File: src/rtl/se_sram_fifo_srw_pkg.sv
`default_nettype none
// ============================================================================
// Module   : se_sram_fifo_srw_pkg
// Purpose  : Shared types and constants for the SRAM-backed FIFO controller.
//            - t_sram_fifo_grant : who owned the single SRAM port last time
//                                  it was contended (write or read).
//            - obuf_depth        : entries in the output buffer that hides the
//                                  SRAM read latency.
//            - read_credit_ok()  : true while the output buffer can still
//                                  absorb one more read result.
// Ports    : none (package)
// Revision : 1.0 - initial release
// ============================================================================
package se_sram_fifo_srw_pkg;

  typedef enum logic {
    grant_write = 1'b0,
    grant_read  = 1'b1
  } t_sram_fifo_grant;

  localparam int unsigned obuf_depth = 2;

  // A read may only be launched if its result is guaranteed a slot in the
  // output buffer. A pop in the current cycle deliberately earns no credit:
  // that keeps the read request independent of pop_ready.
  function automatic logic read_credit_ok(input logic [1:0] obuf_count,
                                          input logic       rd_inflight);
    logic [2:0] committed;
    committed = {1'b0, obuf_count} + {2'b00, rd_inflight};
    return committed < 3'(obuf_depth);
  endfunction

endpackage
`default_nettype wire

File: src/rtl/se_fifo_skid_2.sv
`default_nettype none
// ============================================================================
// Module   : se_fifo_skid_2
// Purpose  : Two-entry in-order output buffer sitting behind the SRAM read
//            port. Captures read results at its tail and presents the oldest
//            entry at its head.
// Ports    : clk_i          - clock
//            rst_i          - synchronous active-high reset (empties buffer)
//            en_i           - clock enable; when low nothing changes
//            capture_i      - write capture_data_i at the tail this cycle
//            capture_data_i - data to capture
//            pop_i          - remove the head this cycle (only when count!=0)
//            count_o        - number of entries held (0..2)
//            head_o         - oldest entry
// Revision : 1.0 - initial release
// ============================================================================
module se_fifo_skid_2 #(
  parameter int DATA_WIDTH = 8
) (
  input  logic                  clk_i,
  input  logic                  rst_i,
  input  logic                  en_i,
  input  logic                  capture_i,
  input  logic [DATA_WIDTH-1:0] capture_data_i,
  input  logic                  pop_i,
  output logic [1:0]            count_o,
  output logic [DATA_WIDTH-1:0] head_o
);

  logic [DATA_WIDTH-1:0] entry0_q, entry0_d;  // head
  logic [DATA_WIDTH-1:0] entry1_q, entry1_d;  // second oldest
  logic [1:0]            count_q,  count_d;

  always_comb begin
    entry0_d = entry0_q;
    entry1_d = entry1_q;
    count_d  = count_q;
    if (en_i) begin
      unique case ({capture_i, pop_i})
        2'b10: begin
          if (count_q == 2'd0) begin
            entry0_d = capture_data_i;
          end else begin
            entry1_d = capture_data_i;
          end
          count_d = count_q + 2'd1;
        end
        2'b01: begin
          entry0_d = entry1_q;
          count_d  = count_q - 2'd1;
        end
        2'b11: begin
          // Head leaves while a new entry arrives: shift and append so the
          // count is unchanged and order is preserved.
          if (count_q == 2'd1) begin
            entry0_d = capture_data_i;
          end else begin
            entry0_d = entry1_q;
            entry1_d = capture_data_i;
          end
        end
        default: ;
      endcase
    end
  end

  always_ff @(posedge clk_i) begin
    if (rst_i) begin
      count_q <= 2'd0;
    end else begin
      count_q <= count_d;
    end
  end

  // Data storage needs no reset: count_q alone decides what is valid.
  always_ff @(posedge clk_i) begin
    entry0_q <= entry0_d;
    entry1_q <= entry1_d;
  end

  assign count_o = count_q;
  assign head_o  = entry0_q;

endmodule
`default_nettype wire

File: src/rtl/se_sram_fifo_srw.sv
`default_nettype none
// ============================================================================
// Module   : se_sram_fifo_srw
// Purpose  : FIFO controller fronting a single-port synchronous SRAM with a
//            registered read port (data valid the cycle after the select).
//            Push stream -> SRAM writes, SRAM reads -> pop stream through a
//            2-entry output buffer. The single SRAM port is shared between
//            pushes and refill reads with alternating priority.
// Ports    : sram_clock          - clock shared with the SRAM
//            sram_clock__enable  - clock enable; low freezes all state
//            reset               - synchronous active-high reset
//            push_valid/ready/data  - enqueue handshake
//            pop_valid/ready/data   - dequeue handshake (head of FIFO)
//            fifo_count          - entries held (SRAM + in flight + buffer)
//            sram_select         - SRAM access this cycle
//            sram_read_not_write - 1 read, 0 write
//            sram_address        - rd_ptr on read, wr_ptr on write
//            sram_write_data     - push_data
//            sram_data_out       - SRAM registered read data
// Revision : 1.0 - initial release
// ============================================================================
module se_sram_fifo_srw
  import se_sram_fifo_srw_pkg::*;
#(
  parameter int address_width = 10,
  parameter int data_width    = 8
) (
  input  logic                     sram_clock,
  input  logic                     sram_clock__enable,
  input  logic                     reset,
  input  logic                     push_valid,
  output logic                     push_ready,
  input  logic [data_width-1:0]    push_data,
  output logic                     pop_valid,
  input  logic                     pop_ready,
  output logic [data_width-1:0]    pop_data,
  output logic [address_width+1:0] fifo_count,
  output logic                     sram_select,
  output logic                     sram_read_not_write,
  output logic [address_width-1:0] sram_address,
  output logic [data_width-1:0]    sram_write_data,
  input  logic [data_width-1:0]    sram_data_out
);

  localparam int unsigned SRAM_DEPTH = 1 << address_width;

  // --------------------------------------------------------------------------
  // State
  // --------------------------------------------------------------------------
  logic [address_width-1:0] wr_ptr_q,      wr_ptr_d;
  logic [address_width-1:0] rd_ptr_q,      rd_ptr_d;
  logic [address_width:0]   sram_count_q,  sram_count_d;
  logic                     rd_inflight_q, rd_inflight_d;
  t_sram_fifo_grant         last_grant_q,  last_grant_d;

  // --------------------------------------------------------------------------
  // Combinational control
  // --------------------------------------------------------------------------
  logic [1:0] obuf_count;
  logic       sram_full;
  logic       read_req;
  logic       push_fire;
  logic       pop_fire;
  logic       do_write;
  logic       do_read;

  assign sram_full = (sram_count_q == (address_width+1)'(SRAM_DEPTH));

  always_comb begin
    read_req = (sram_count_q != '0) && read_credit_ok(obuf_count, rd_inflight_q);

    // A refill that lost the previous contention wins this one, so push_ready
    // is withdrawn for one cycle. push_valid is never looked at here.
    push_ready = !reset && !sram_full &&
                 !(read_req && (last_grant_q == grant_write));

    push_fire = push_valid && push_ready && sram_clock__enable;
    do_write  = push_fire;
    do_read   = read_req && !do_write && sram_clock__enable && !reset;

    pop_valid = !reset && (obuf_count != 2'd0);
    pop_fire  = pop_valid && pop_ready && sram_clock__enable;
  end

  // --------------------------------------------------------------------------
  // Next-state
  // --------------------------------------------------------------------------
  always_comb begin
    wr_ptr_d      = wr_ptr_q;
    rd_ptr_d      = rd_ptr_q;
    sram_count_d  = sram_count_q;
    last_grant_d  = last_grant_q;
    rd_inflight_d = do_read;

    if (do_write) begin
      wr_ptr_d     = wr_ptr_q + address_width'(1);
      last_grant_d = grant_write;
    end
    if (do_read) begin
      rd_ptr_d     = rd_ptr_q + address_width'(1);
      last_grant_d = grant_read;
    end

    unique case ({do_write, do_read})
      2'b10:   sram_count_d = sram_count_q + (address_width+1)'(1);
      2'b01:   sram_count_d = sram_count_q - (address_width+1)'(1);
      default: sram_count_d = sram_count_q;
    endcase
  end

  always_ff @(posedge sram_clock) begin
    if (reset) begin
      wr_ptr_q      <= '0;
      rd_ptr_q      <= '0;
      sram_count_q  <= '0;
      rd_inflight_q <= 1'b0;
      last_grant_q  <= grant_write;
    end else if (sram_clock__enable) begin
      wr_ptr_q      <= wr_ptr_d;
      rd_ptr_q      <= rd_ptr_d;
      sram_count_q  <= sram_count_d;
      rd_inflight_q <= rd_inflight_d;
      last_grant_q  <= last_grant_d;
    end
  end

  // --------------------------------------------------------------------------
  // Output buffer. rd_inflight_q marks the cycle in which the SRAM presents
  // the data read one cycle earlier; reset overrides it, so a read that was
  // in flight when reset arrived is dropped.
  // --------------------------------------------------------------------------
  se_fifo_skid_2 #(
    .DATA_WIDTH (data_width)
  ) u_obuf (
    .clk_i          (sram_clock),
    .rst_i          (reset),
    .en_i           (sram_clock__enable),
    .capture_i      (rd_inflight_q),
    .capture_data_i (sram_data_out),
    .pop_i          (pop_fire),
    .count_o        (obuf_count),
    .head_o         (pop_data)
  );

  // --------------------------------------------------------------------------
  // SRAM drive and occupancy
  // --------------------------------------------------------------------------
  assign sram_select         = do_write || do_read;
  assign sram_read_not_write = do_read;
  assign sram_address        = do_read ? rd_ptr_q : wr_ptr_q;
  assign sram_write_data     = push_data;

  assign fifo_count = {1'b0, sram_count_q}
                    + (address_width+2)'(obuf_count)
                    + (address_width+2)'(rd_inflight_q);

endmodule
`default_nettype wire

File: config.mk
export PLATFORM = sky130hd
export DESIGN_NAME = se_sram_fifo_srw
export DESIGN_NICKNAME = d
export VERILOG_FILES = /design/src/rtl/se_sram_fifo_srw_pkg.sv /design/src/rtl/se_fifo_skid_2.sv /design/src/rtl/se_sram_fifo_srw.sv
export SDC_FILE = /design/constraint.sdc
export NUM_CORES = 1
export LEC_CHECK = 0
export BUFFER_PORTS_ARGS = -buffer_cell sky130_fd_sc_hd__clkbuf_2
export CORE_ASPECT_RATIO = 2
export CORE_MARGIN = 8
export CORE_UTILIZATION = 51
export DETAILED_ROUTE_END_ITERATION = 6
export GPL_TIMING_DRIVEN = 0
export PLACE_DENSITY_LB_ADDON = 0.25
export SYNTH_ARGS = -nofsm -noshare
export SYNTH_HDL_FRONTEND = slang
export SYNTH_SLANG_ARGS = --single-unit
File: constraint.sdc
create_clock -name sram_clock -period 3.4 [get_ports sram_clock]
set_input_delay 0.68 -clock sram_clock [delete_from_list [all_inputs] [get_ports sram_clock]]
set_output_delay 0.68 -clock sram_clock [all_outputs]
set_load 0.02 [all_outputs]
# [Word-level counts from Yosys, hierarchy flattened]
# Cells that the tools add are included.
[totals] out_inout_bits=42 regBits=51
[classes] n_reduce_logical=32 n_lt_le_gt_ge=1 muxes=11 n_eq_ne=10 bitwise_logic=1 addsub=9
[op_table] op="2-to-1 mux 8 bit" count=4
[op_table] op="case mux 8 bit (3 select lines)" count=1
[op_table] op="case mux 11 bit (2 select lines)" count=1
[op_table] op="adder 10 x 1 -> 10 bit (second input constant)" count=2
[op_table] op="case mux 8 bit (2 select lines)" count=1
[op_table] op="adder 11 x 2 -> 12 bit" count=1
[op_table] op="adder 12 x 1 -> 12 bit" count=1
[op_table] op="logical AND 1 bit" count=12
[op_table] op="adder 11 x 1 -> 11 bit (second input constant)" count=1
[op_table] op="== test 11 bit (second input constant)" count=1
[op_table] op="nonzero test 11 bit" count=1
[op_table] op="subtractor 11 x 1 -> 11 bit (second input constant)" count=1
[op_table] op="2-to-1 mux 10 bit" count=1
[op_table] op="AND reduction 2 bit" count=5
[op_table] op="nonzero test 2 bit" count=5
[op_table] op="== test 2 x 1 -> 1 bit (second input constant)" count=3
[op_table] op="== test 2 bit (second input constant)" count=3
[op_table] op="logical NOT 1 bit" count=4
[op_table] op="inequality test 2 bit (second input constant)" count=2
[op_table] op="case mux 2 bit (2 select lines)" count=1
[op_table] op="AND reduction 4 bit" count=1
[op_table] op="adder 2 x 1 -> 3 bit" count=1
[op_table] op="< comparator 3 x 2 -> 1 bit (second input constant)" count=1
[op_table] op="AND reduction 3 bit" count=1
[op_table] op="8 further kinds" count=9

# [Logic depth before layout (Yosys ltp)]
[logic_depth] ltp_word=15 depth_mapped=15 ltp_nobuf=12

# [Cells and area by module]
# A second synthesis with hierarchy kept.
[unflattened] hier_cells=383 area_unflattened_um2=3388.2
[by_module_without_submodules] module="se_sram_fifo_srw" cells_each=309 area_each_um2=2436.1 n_inst=1
[by_module_without_submodules] module="se_fifo_skid_2" cells_each=74 area_each_um2=952.2 n_inst=1

# [Worst setup path before layout]
# Ideal clock, no wire load.
[synth_timing] kind="input port to flip-flop" from="in sram_clock__enable" to="reg sram_count_q[10]" setup_time_ns=0.121 path_slack_ns=-0.349 stages=13 arrival_ns=3.629 n_path_buf=2 path_cell_list="nor2b_1 -> o211ai_1 -> a21o_1 -> buf_6 -> buf_2 -> inv_1 -> ha_1 -> ha_1 -> nor2b_1 -> o31a_1 -> or2_2 -> a211oi_1 -> mux2_2"
[synth_between] elab_chain_len=8
[synth_rtl] element="start: declaration" line_no="se_sram_fifo_srw.sv:29" text="input logic sram_clock__enable,"
[synth_rtl] element="logical AND 1 bit" line_no="se_sram_fifo_srw.sv:77" text="push_fire = push_valid && push_ready && sram_clock__enable;"
[synth_rtl] element="logical NOT 1 bit" line_no="se_sram_fifo_srw.sv:79" text="do_read = read_req && !do_write && sram_clock__enable && !reset;"
[synth_rtl] element="logical AND 1 bit" line_no="se_sram_fifo_srw.sv:79"
[synth_rtl] element="logical AND 1 bit * (2 in series)" line_no="se_sram_fifo_srw.sv:79"
[synth_rtl] element="via sram_read_not_write" line_no="se_sram_fifo_srw.sv:39" text="output logic sram_read_not_write,"
[synth_rtl] element="== test 2 x 1 -> 1 bit or == test 2 bit (tied branches)" line_no="se_sram_fifo_srw.sv:104" text="unique case ({do_write, do_read})"
[synth_rtl] element="nonzero test 2 bit (no line)"
[synth_rtl] element="AND reduction 2 bit (no line)"
[synth_rtl] element="end signal: assignment" line_no="se_sram_fifo_srw.sv:121" text="sram_count_q <= sram_count_d;"
[synth_rtl] element="end: declaration" line_no="se_sram_fifo_srw.sv:52" text="logic [address_width:0] sram_count_q, sram_count_d;"
# The timed path passes the listed nets; every way through them passes the cells marked *.
# A chain may end at the register's enable or synchronous reset.

# [Final worst setup path]
[layout_timing] from="in sram_clock__enable" to="reg sram_count_q[10]"
[layout_between] elab_chain_len=8
[layout_rtl] element="logical AND 1 bit" line_no="se_sram_fifo_srw.sv:77"
[layout_rtl] element="logical NOT 1 bit" line_no="se_sram_fifo_srw.sv:79"
[layout_rtl] element="logical AND 1 bit (3 in series)" line_no="se_sram_fifo_srw.sv:79"
[layout_rtl] element="== test 2 x 1 -> 1 bit or == test 2 bit (tied branches)" line_no="se_sram_fifo_srw.sv:104"
[layout_rtl] element="nonzero test 2 bit (no line)"
[layout_rtl] element="AND reduction 2 bit (no line)"
# Several ways; a longest one is shown, not always the timed one.

==> results.cfg <==
[status]
status = completed

[yosys]
syn_nets = 410
ys_warn_count = 0
ys.flop_type = dfxtp_1
synth_edf_count = 16
syn_inst = 366
synth_area_sq_mm = 0.00333
yosysSeqAreaShare_pct = 35.5
ys_ff_latch = 51
avgSynthCellArea_sq_um = 9.09
async_flop_share_pct = 0
synth_cell_types = 56

[pwr]
p_per_area_mw_per_mm2 = 402
leakage_uw = 0.00169
ir_drop_mv = 0.249

[clock_network]
cts_tree = built
cts-root-buf = clkbuf_16
clock_latency_ns = 0.30
clockBufferDepth = 2
cts.sinks = 51
cts-buffers-inserted = 5
clk_pin_slew_ns = 0.07
htreeDepth = 2

[drt]
num_vias = 3153
wl_per_cell_um = 17.7
dr.pass1.iters = 5
drc = 0
drt_iter0_drc = 229
drt-total-wl_um = 9480
ant_nets = 0
viasPerCell = 5.89

[placement]
routabilityCongestion = 0.878
portBuffers = 54
dp_cells = 506
post-dp-hpwl_um = 6780

[worst_setup_path]
slowest_delay_ns = 0.38
setup.worst_path.end_class = register
worstSetupPathType = in -> reg
cp-start-kind = input port
worstPathArrival_ns = 3.46
path_common_cell = nor2b_4
worst_ep_required_time_ns = 3.59
worst_path_max_delay_cell = fa_2
worstPathCellList = clkbuf_2 > nor2b_4 > o211ai_1 > a21o_4 > inv_4 > ha_4 > inv_2 > fa_2 > nor2b_4 > o31a_1 > buf_4 > nor3_2 > a211oi_2 > mux2_4
path_max_fanout = 9

[floorplanning]
start_util_pct = 52.7
die-area_sq_mm = 0.00952
die_h_um = 130
die_x_um = 73.1
io-pin-count = 63
num_rows = 41
core_sq_mm = 0.00631

[cells_and_area]
fin_cells = 535
final_nets = 492
drive_above_1_share_pct = 32.5
synthToLayoutAreaGrowth_pct = 25.4
fin_util_pct = 66.1
diodes = 0

[global_routing]
grt_util_all_layers_pct = 19.9
grt_max_degree = 20
grt_pass1_wl_um = 14900
grt-ovfl-total = 0
grt_pass1_vias = 3157
antenna_found_initial = 0

[job]
maxCapViolCount = 0

[timing]
period_needed_ns = 3.28
setup_tns_ns = 0
worst_pin_slew_ns = 1.29
fin_crit_sh_pct = 96.4
hold_viol = 0
fmax_mhz = 305
relSlewSlack_pct = 14.2
maxSlewViolCount = 0
finalSetupViolations = 0
finalClockSkew_ns = 0.00570

[worst_hold_path]
min_path_type = reg -> reg
worst max-delay path, delay by kind of cell:
| family | cells | cell delay (ns) |
|---|---|---|
| multiplexers | 1 | 0.31 |
| buffers and inverters | 4 | 0.49 |
| adder cells (fa/ha/maj) | 2 | 0.58 |
| AND/OR/NAND/NOR | 3 | 0.42 |
| AO/OA/AOI/OAI | 4 | 0.95 |
cell usage after synthesis (2+ instances only):
| master | instances | area, sq um |
|---|---|---|
| xnor2_1 | 12 | 105 |
| mux2i_1 | 6 | 60.1 |
| edfxtp_1 | 16 | 480 |
| a211oi_1 | 5 | 37.5 |
| o31a_1 | 2 | 17.5 |
| ha_1 | 20 | 250 |
| buf_2 | 2 | 10.0 |
| mux2_2 | 18 | 203 |
| buf_6 | 2 | 22.5 |
| nand2_1 | 42 | 158 |
| nand2b_1 | 2 | 12.5 |
| or4_1 | 5 | 37.5 |
| o21ai_0 | 13 | 65.1 |
| or3_1 | 6 | 37.5 |
| or2_2 | 2 | 12.5 |
| nand3_1 | 14 | 70.1 |
| nor3_1 | 3 | 15.0 |
| dfxtp_1 | 35 | 701 |
| o311ai_0 | 2 | 17.5 |
| clkbuf_1 | 9 | 33.8 |
| and2_1 | 2 | 12.5 |
| a2111oi_0 | 2 | 17.5 |
| o31ai_1 | 6 | 45.0 |
| nor2b_1 | 8 | 50.1 |
| a21oi_1 | 20 | 100 |
| fa_1 | 3 | 60.1 |
| a22oi_1 | 8 | 60.1 |
| xor2_1 | 6 | 52.6 |
| buf_4 | 8 | 60.1 |
| nor4_4 | 2 | 42.5 |
| o21a_1 | 3 | 22.5 |
| a21o_1 | 2 | 15.0 |
| nand4_1 | 8 | 50.1 |
| o2111ai_1 | 2 | 17.5 |
| inv_1 | 18 | 67.6 |
| nor2_1 | 27 | 101 |
| nor4b_1 | 2 | 17.5 |
| and3_1 | 2 | 12.5 |
| o211ai_1 | 4 | 30.0 |
routing by layer:
metal | share of wire (%) | global-route usage, % | routed length, um
met3 | 4.4 | 3.23 | 414
met5 | 0 | 0 | 0
met2 | 54 | 36.6 | 5160
met4 | 3.8 | 12.7 | 356
met1 | 37 | 19.6 | 3550
through the flow:
stage / setup slack, ns / instance area, sq um / hold slack [ns] / total power [uW]
final: 0.122 / 4170 / 0.491 / 1680
after global routing: -0.0245 / 4170 / 0.508 / 1750
after CTS: 0.000356 / 3980 / 0.489 / 1630
after detailed placement: -0.621 / 3720 / 0.475 / 1100
after global placement: -0.591 / 3720 / 0.460 / 1090
after floorplan: 0.0343 / 3350 / 0.449 / 987
registers in the layout, indices dropped and copies added, names as in the netlist:
signal / cells
sram_count_q: 11
rd_ptr_q: 10
wr_ptr_q: 10
u_obuf.entry1_q: 8
u_obuf.head_o: 8
u_obuf.count_o: 2
last_grant_q: 1
rd_inflight_q: 1
power breakdown:
| part | total (uW) | switching (uW) | leakage, uW | internal (uW) |
|---|---|---|---|---|
| logic | 486 | 279 | 0.00119 | 207 |
| clock network | 504 | 232 | 0.0000669 | 272 |
| registers | 688 | 33.9 | 0.000431 | 654 |
final cells by class:
| class | instances | area [sq um] |
|---|---|---|
| buffer | 20 | 114 |
| sequential | 51 | 1190 |
| multi-input combinational | 275 | 2090 |
| tap | 86 | 108 |
| timing repair buffer | 77 | 450 |
| inverter | 18 | 70.1 |
| clock buffer | 6 | 129 |
| clock inverter | 2 | 12.5 |
| fill | 535 | 2140 |
cells by family after synthesis:
family                   after synthesis  share of synthesized area, %
XOR/XNOR                              18                          4.74
adder cells (fa/ha/maj)               23                          9.33
flip-flops                            51                          35.5
AND/OR/NAND/NOR                      130                          20.3
buffers and inverters                 41                          6.09
multiplexers                          24                          7.90
AO/OA/AOI/OAI                         79                          16.1
cells in the final DEF (no fill, tap or decap), types with 5 or more instances in the layout:
master     netlist  routed
clkbuf_2         1      54
o21ai_0         13      13
nor2b_1          8       6
or3_1            6       6
a22oi_1          8       8
o31ai_1          6       6
or4_1            5       5
nor2_1          27      27
mux2_2          18      17
xnor2_1         12      12
mux2i_1          6       6
edfxtp_1        16      16
nand4_1          8       8
dfxtp_2          0       5
ha_4             0       6
ha_1            20      13
xor2_1           6       6
clkbuf_1         9      10
a21oi_1         20      18
nand3_1         14      14
inv_1           18      15
clkbuf_16        0       5
nand2_1         42      42
dfxtp_1         35      28
buf_4            8      29
worst paths after layout:
path / slack (ns) / start / end / cells past startpoint
max: 0.12 / sram_clock__enable / sram_count_q[10]$_SDFFE_PP0P_ / 14
min: 0.49 / rd_ptr_q[9]$_SDFFE_PP0P_ / rd_ptr_q[9]$_SDFFE_PP0P_ / 2
max reg2reg: 0.13 / sram_count_q[0]$_SDFFE_PP0P_ / sram_count_q[10]$_SDFFE_PP0P_ / 14
min reg2reg: 0.49 / rd_ptr_q[9]$_SDFFE_PP0P_ / rd_ptr_q[9]$_SDFFE_PP0P_ / 2
what timing repair did:
item	CTS	global route
gates resized for setup	15	23
setup endpoints to repair	4	3
cloned	0	1
hold buffers	0	0
pin swaps	6	10
buffers inserted	9	14
Note: power is estimated with default switching activity, not from simulation.
